==> config.mk <==
export PLATFORM = sky130hd
export DESIGN_NAME = serial_subtractor_ctrl
export DESIGN_NICKNAME = d
export VERILOG_FILES = /design/src/rtl/serial_subtractor_ctrl.sv
export SDC_FILE = /design/constraint.sdc
export NUM_CORES = 1
export LEC_CHECK = 0
export ABC_AREA = 1
export CORE_MARGIN = 2
export CORE_UTILIZATION = 45
export CTS_BUF_LIST = sky130_fd_sc_hd__clkbuf_4 sky130_fd_sc_hd__clkbuf_8
export DETAILED_ROUTE_END_ITERATION = 10
export PLACE_DENSITY = 0.67
export SLEW_MARGIN = 5
export SYNTH_ARGS = -nofsm -noshare
export SYNTH_HDL_FRONTEND = slang
export SYNTH_SLANG_ARGS = --single-unit
==> constraint.sdc <==
create_clock -name clk -period 2.35 [get_ports clk]
set_input_delay 0.3525 -clock clk [delete_from_list [all_inputs] [get_ports clk]]
set_output_delay 0.3525 -clock clk [all_outputs]
set_load 0.02 [all_outputs]
==> src/rtl/serial_subtractor_ctrl.sv <==
// Bit-serial subtractor: two half-subtractor cells plus a borrow flop form a
// full subtractor that is stepped LSB-first over WIDTH cycles per operation.

module half_subtractor (
    input  logic i_a,
    input  logic i_b,
    output logic o_diff,
    output logic o_borrow
);
    assign o_diff   = i_a ^ i_b;
    assign o_borrow = ~i_a & i_b;
endmodule

module serial_subtractor_ctrl #(
    parameter int WIDTH = 8
) (
    input  logic             clk,
    input  logic             rst,
    input  logic             start,
    input  logic [WIDTH-1:0] x,
    input  logic [WIDTH-1:0] y,
    output logic             ready,
    output logic             busy,
    output logic             done,
    output logic [WIDTH-1:0] d,
    output logic             b
);
    localparam int CW = $clog2(WIDTH + 1);

    typedef enum logic [1:0] {
        S_IDLE = 2'd0,
        S_RUN  = 2'd1,
        S_DONE = 2'd2
    } state_t;

    state_t           r_state;
    logic [WIDTH-1:0] r_sx;
    logic [WIDTH-1:0] r_sy;
    logic [WIDTH-1:0] r_acc;
    logic             r_br;
    logic [CW-1:0]    r_count;

    logic             w_t;
    logic             w_b1;
    logic             w_dbit;
    logic             w_b2;
    logic             w_br_next;
    logic [WIDTH-1:0] w_acc_next;
    logic             w_last;

    half_subtractor u_cell1 (
        .i_a      (r_sx[0]),
        .i_b      (r_sy[0]),
        .o_diff   (w_t),
        .o_borrow (w_b1)
    );

    half_subtractor u_cell2 (
        .i_a      (w_t),
        .i_b      (r_br),
        .o_diff   (w_dbit),
        .o_borrow (w_b2)
    );

    assign w_br_next = w_b1 | w_b2;
    assign w_last    = (r_count == CW'(WIDTH - 1));

    // Result bits enter at the MSB so the LSB lands at bit 0 after WIDTH steps.
    generate
        if (WIDTH == 1) begin : g_acc_w1
            assign w_acc_next = w_dbit;
        end else begin : g_acc_wn
            assign w_acc_next = {w_dbit, r_acc[WIDTH-1:1]};
        end
    endgenerate

    always_ff @(posedge clk) begin
        if (rst) begin
            r_state <= S_IDLE;
            r_sx    <= '0;
            r_sy    <= '0;
            r_acc   <= '0;
            r_br    <= 1'b0;
            r_count <= '0;
            ready   <= 1'b1;
            busy    <= 1'b0;
            done    <= 1'b0;
            d       <= '0;
            b       <= 1'b0;
        end else begin
            case (r_state)
                S_IDLE: begin
                    if (start) begin
                        r_sx    <= x;
                        r_sy    <= y;
                        r_br    <= 1'b0;
                        r_acc   <= '0;
                        r_count <= '0;
                        ready   <= 1'b0;
                        busy    <= 1'b1;
                        r_state <= S_RUN;
                    end
                end
                S_RUN: begin
                    r_br    <= w_br_next;
                    r_acc   <= w_acc_next;
                    r_sx    <= r_sx >> 1;
                    r_sy    <= r_sy >> 1;
                    r_count <= r_count + CW'(1);
                    // The final step's bit is folded straight into d so DONE needs no extra cycle.
                    if (w_last) begin
                        busy    <= 1'b0;
                        done    <= 1'b1;
                        d       <= w_acc_next;
                        b       <= w_br_next;
                        r_state <= S_DONE;
                    end
                end
                S_DONE: begin
                    done    <= 1'b0;
                    ready   <= 1'b1;
                    r_state <= S_IDLE;
                end
                default: begin
                    ready   <= 1'b1;
                    busy    <= 1'b0;
                    done    <= 1'b0;
                    r_state <= S_IDLE;
                end
            endcase
        end
    end
endmodule
**After elaboration in Yosys (flattened, before gate mapping)**

Cells that the tools add are included.

- Flip-flop bits (word level): 43
- Bits in latches: 0
- Bits in writable memories: 0
- Memory bits (read-only): 0
- Input bits: 19
- Output and inout port bits: 12
- Logic and storage cells: 54
- Memories kept: 0

- Add/subtract/negate cells: 1
- $mul: 0
- Div/mod/pow operators: 0
- Order comparisons: 0
- Equality and inequality tests: 5
- Shift operators: 0
- Muxes and demuxes: 19
- Bitwise logic cells: 10
- Reductions and logical operators: 8

Operators with widths:

| cell | number |
|---|---|
| 8-bit case mux with 2 select lines | 3 |
| 8-bit 2-to-1 mux | 3 |
| 2-bit AND reduction | 5 |
| 4-bit case mux with 2 select lines | 1 |
| 1-bit case mux with 2 select lines | 3 |
| 1-bit NOT | 5 |
| 4-bit by 1-bit adder with 4-bit output, second input constant | 1 |
| 4-bit by 3-bit == test with 1-bit output, second input constant | 1 |
| 1-bit 2-to-1 mux | 4 |
| 2-bit 2-to-1 mux | 2 |
| 4-bit 2-to-1 mux | 1 |
| 2-bit inequality test, second input constant | 2 |
| 2-bit case mux with 2 select lines | 1 |
| 1-bit case mux with 3 select lines | 1 |
| 3-bit AND reduction | 1 |
| 1-bit bitwise AND | 2 |
| 2-bit by 1-bit == test with 1-bit output, second input constant | 1 |
| 2-bit == test, second input constant | 1 |
| 2-bit zero test | 1 |
| 2-bit nonzero test | 1 |
| 1-bit XOR | 2 |
| 1-bit OR | 1 |

**Logic depth before layout (Yosys ltp)**

- Depth in word-level cells: 5
- Gate-level depth with buffers: 7

**Hierarchy**

A second synthesis with hierarchy kept.

- Cells, all modules: 261
- Area total of the unflattened synthesis: 1779.2 um^2

Modules (own cells, without submodules):

| module | instances | cells an instance | area each (um^2) | sequential area each (um^2) |
|---|---|---|---|---|
| serial_subtractor_ctrl | 1 | 255 | 1739.2 | 840.8 |
| half_subtractor | 2 | 3 | 20.0 | 0.0 |

**Worst setup path before layout**

Ideal clock, no wire load.

- Path type: register -> register
- Start: register r_sy[0]
- End: register r_br
- Setup time: 0.070 ns
- Arrival time: 1.156 ns
- Slack: 1.124 ns
- Stages on the path, launching flop included: 5
- Buffers on the path: 0
- Period minus slack after synthesis: 1.226 ns
- Cells stage by stage: dfxtp_1 -> inv_1 -> fa_1 -> or2_2 -> a21oi_1

- Longest elaborated chain between the ends: 5
- Elaborated cells between the ends (all ways): 6
- Those cells by class: mux (1); bitwise (5)

Ends and longest elaborated chain:

| item | RTL line | source |
|---|---|---|
| start, declared | 38 | `logic [WIDTH-1:0] r_sy;` |
| start signal, assigned | 95 | `r_sy <= y;` |
| start signal, assigned | 108 | `r_sy <= r_sy >> 1;` |
| 1-bit XOR | 10 | `assign o_diff = i_a ^ i_b;` |
| 1-bit NOT | 11 | `assign o_borrow = ~i_a & i_b;` |
| 1-bit bitwise AND | 11 |  |
| 1-bit OR (*) | 65 | `assign w_br_next = w_b1 \| w_b2;` |
| 1-bit case mux with 2 select lines (*) | 91 | `case (r_state)` |
| end signal, assigned | 105 | `r_br <= w_br_next;` |
| end, declared | 40 | `logic r_br;` |

Every way passes the cells marked *; elsewhere a longest branch is shown, timed or not.
A chain may end at the register's enable or synchronous reset.

**Worst setup path in the final report**

- Start: register r_state[1]
- End: register r_sx[7]

- Longest elaborated chain between the ends: 3
- Elaborated cells between the ends (all ways): 6
- Those cells by class: eq/ne (2); mux (1); reduce/logical (3)

Ends and longest elaborated chain:

| item | RTL line | source |
|---|---|---|
| start, declared | 36 | `state_t r_state;` |
| start signal, assigned | 79 | `r_state <= S_IDLE;` |
| start signal, assigned | 101 | `r_state <= S_RUN;` |
| start signal, assigned | 116 | `r_state <= S_DONE;` |
| 2-bit by 1-bit == test with 1-bit output or 2-bit zero test (tied branches) | 91 |  |
| 2-bit nonzero test (no source line) or 2-bit inequality test (tied branches) | - |  |
| 2-bit AND reduction (no source line) | - |  |
| end signal, assigned | 107 | `r_sx <= r_sx >> 1;` |
| end, declared | 37 | `logic [WIDTH-1:0] r_sx;` |

Several ways; a longest one is shown, not always the timed one.

==> impl_metrics.ini <==
[timing]
period_share_pct = 71.6
grt_setup_unrepaired = false
min_period_ns = 1.68
max_freq_mhz = 594
setup_tns_ns = 0
worst_slack_ns = 0.667
whs_ns = 0.465
drv_slew = 0
finalSetupViolCount = 0
tightest_slew_ns = 0.982
fin_skew_ns = 0.00540
maxSlewHeadroom_pct = 34.3
timing_hold_violations_final = 0

[setup_path]
critical_path_required_ns = 2.58
rr_endpoint = r_sx[7]$_SDFFE_PP0P_
cp-start-kind = flop
crit_chain = nor2_1 > nand2_1 > inv_1 > nand2_1 > a21oi_1
path_class = flop to flop
rrSetupSlack_ns = 0.67
path_max_fanout = 15
endpoint_kind = flop
worstPathArrival_ns = 1.92
cpMaxStageDelayCell = nor2_1
crit_top_cell = nand2_1
r2r_start = r_state[1]$_SDFFE_PP0P_
worstRegToRegCells = 5
max_stage_delay_ns = 0.76

[layout]
syn2layout_area_growth_pct = 23.6
drive_gt1_share_pct = 6.74
fillers = 357
diodes = 0
nets = 302
finalInstanceArea_um2 = 2200

[logic_synthesis]
yosysUniqueCellTypes = 18
syn_area_um2 = 1780
synthMuxAreaShare_pct = 0
synth-seq-cells = 42
synth_top_family_by_area = simple AND/OR/NAND/NOR gates
synthSimpleGateAreaFrac_pct = 36.7
synthAdderAreaFrac_pct = 1.82
syn_avg_cell_area_um2 = 7.05
syn_nets = 274
synth-xor-area-share_pct = 0
syn_inst = 253
seq_area_frac_synth_pct = 47.2
ys_warn_count = 0
synth_compound_area_share_pct = 5.47

[global_routing]
met1_usage_pct = 26.4
grt_busiest_layer = met2
globalRouteMet2Util_pct = 29.9
grt_use_total_pct = 19.8
grt_start_max_net_pins = 24
grt_util_met3_pct = 6.59
grt_pass1_vias = 1431
grt_pass1_wl_mm = 6.51
antenna_found_initial = 0
grt_remaining_overflow = 0

[power_and_ir_drop]
total_power_mw = 1.48
leakage_nw = 0.944
power_density_nw_per_um2 = 670
vdd_drop_max_v = 0.000469

[clocking]
clkSinkCount = 42
hold_buffers = 0
cts.clk_slew.worst_paths_ns = 0.08
insertion_delay_ns = 0.30
cts_tree = built
clockBufferDepth = 2
cts_resized = 0
htree_levels = 2
cts_buffers = 5
root_buffer = clkbuf_8
cts_setup_buffers = 0

[drt]
vias_per_cell = 4.84
ant_nets = 0
first_pass_iters = 4
drt_first_iter_violations = 107
drcViolationCount = 0
wl_per_cell_um = 11.3
wirelength_mm = 3.73
vias = 1598

[min_path]
hold_path_class = flop to flop
min_path_cells = 2
min_to = done$_SDFFE_PP0P_
min_from = done$_SDFFE_PP0P_

[status]
status = completed

[floorplanning]
initial_core_util_pct = 47.6
placementRows = 22
die_area_um2 = 4480
coreArea_um2 = 3740
die_y_um = 66.9
top_level_ports = 31
die_x_um = 66.9

[flow_run]
maxCapViolations = 0

[placed_design]
pre_cts_ws_ns = 0.631
gp_congestion = 0.746
port_buffers = 30
place_area_um2 = 2090
dp_hpwl_mm = 2.46
[power by group]
group          switching [mW]  leakage (nW)  internal, mW
clock                   0.250        0.0579         0.313
combinational          0.0948         0.544        0.0690
sequential             0.0144         0.342         0.737
total                   0.359         0.944          1.12
[synthesized netlist by cell type (all sizes together)]
cell type	instances	share of area, %
a21oi	14	3.9
nand3	44	12
inv	23	4.8
nor2	40	8.8
o21ai	4	1.1
dfxtp	42	47
fa	1	1.1
buf	8	3.2
ha	1	0.70
or2	1	0.35
clkbuf	4	0.84
o21a	1	0.42
nand2	70	15
[state kept, by name, summed over array words and instances, names as in the netlist]
| signal | flops |
|---|---|
| r_br | 1 |
| r_sy | 8 |
| ready | 1 |
| r_acc | 7 |
| busy | 1 |
| d | 8 |
| r_state | 2 |
| done | 1 |
| r_count | 4 |
| r_sx | 8 |
| b | 1 |
[worst max-delay path: cells and delay by family (launching register included)]
| kind | cells | cell delay [ns] |
|---|---|---|
| simple gates | 3 | 0.98 |
| flops | 1 | 0.37 |
| compound gates | 1 | 0.11 |
| buf+inv | 1 | 0.16 |
[cells in the final DEF (no fill, tap or decap), drive strengths merged, types with 2 or more instances in the layout]
master	count
clkdlybuf4s50	30
nand3	44
buf	3
nor2	40
a21oi	14
nand2	70
clkinv	2
clkbuf	5
dfxtp	42
inv	23
o21ai	4
[kinds of logic (layout without fill, tap and decap cells)]
| group | after synthesis | count (layout) |
|---|---|---|
| flops | 42 | 42 |
| buf+inv | 35 | 64 |
| simple gates | 155 | 155 |
| fa+ha+maj | 2 | 2 |
| compound gates | 19 | 19 |
[stage by stage]
stage,instances,util [%]
4_1_cts,330,58.9
6_report,330,58.9
3_5_place_dp,322,55.9
2_1_floorplan,253,-
5_1_grt,330,58.9
3_3_place_gp,322,55.9
[per-layer routing]
layer / vias to the layer above / wire length [µm] / part of all wire, %
li1: 849 / - / -
met1: 714 / 1830 / 49
met2: 29 / 1670 / 45
met3: 6 / 179 / 4.8
met4: 0 / 61 / 1.6
met5: - / 0 / 0
[area by class of cell]
cell class              count  area, µm²  area share (%)
clock buffers               5       68.8            3.12
clock inverters             3       40.0            1.82
inverters                  23       86.3            3.92
multi-input cells         176        785            35.6
flip-flops and latches     42        841            38.2
well taps                  48       60.1            2.73
repair buffers             33        323            14.7
[worst max path at each step]
| stage | from | slack, ns | to |
|---|---|---|---|
| 3_5_place_dp | start | 0.63 | r_sx[0]$_SDFFE_PP0P_ |
| 2_1_floorplan | r_sy[0]$_SDFFE_PP0P_ | 1.12 | r_br$_SDFFE_PP0P_ |
| 6_report | r_state[1]$_SDFFE_PP0P_ | 0.67 | r_sx[7]$_SDFFE_PP0P_ |
| 5_1_grt | r_state[1]$_SDFFE_PP0P_ | 0.47 | r_sx[7]$_SDFFE_PP0P_ |
| 4_1_cts | r_state[1]$_SDFFE_PP0P_ | 0.65 | busy$_SDFFE_PP0P_ |
| 3_3_place_gp | r_state[1]$_SDFFE_PP0P_ | 0.64 | busy$_SDFFE_PP0P_ |
(Power assumes the default switching activity.)
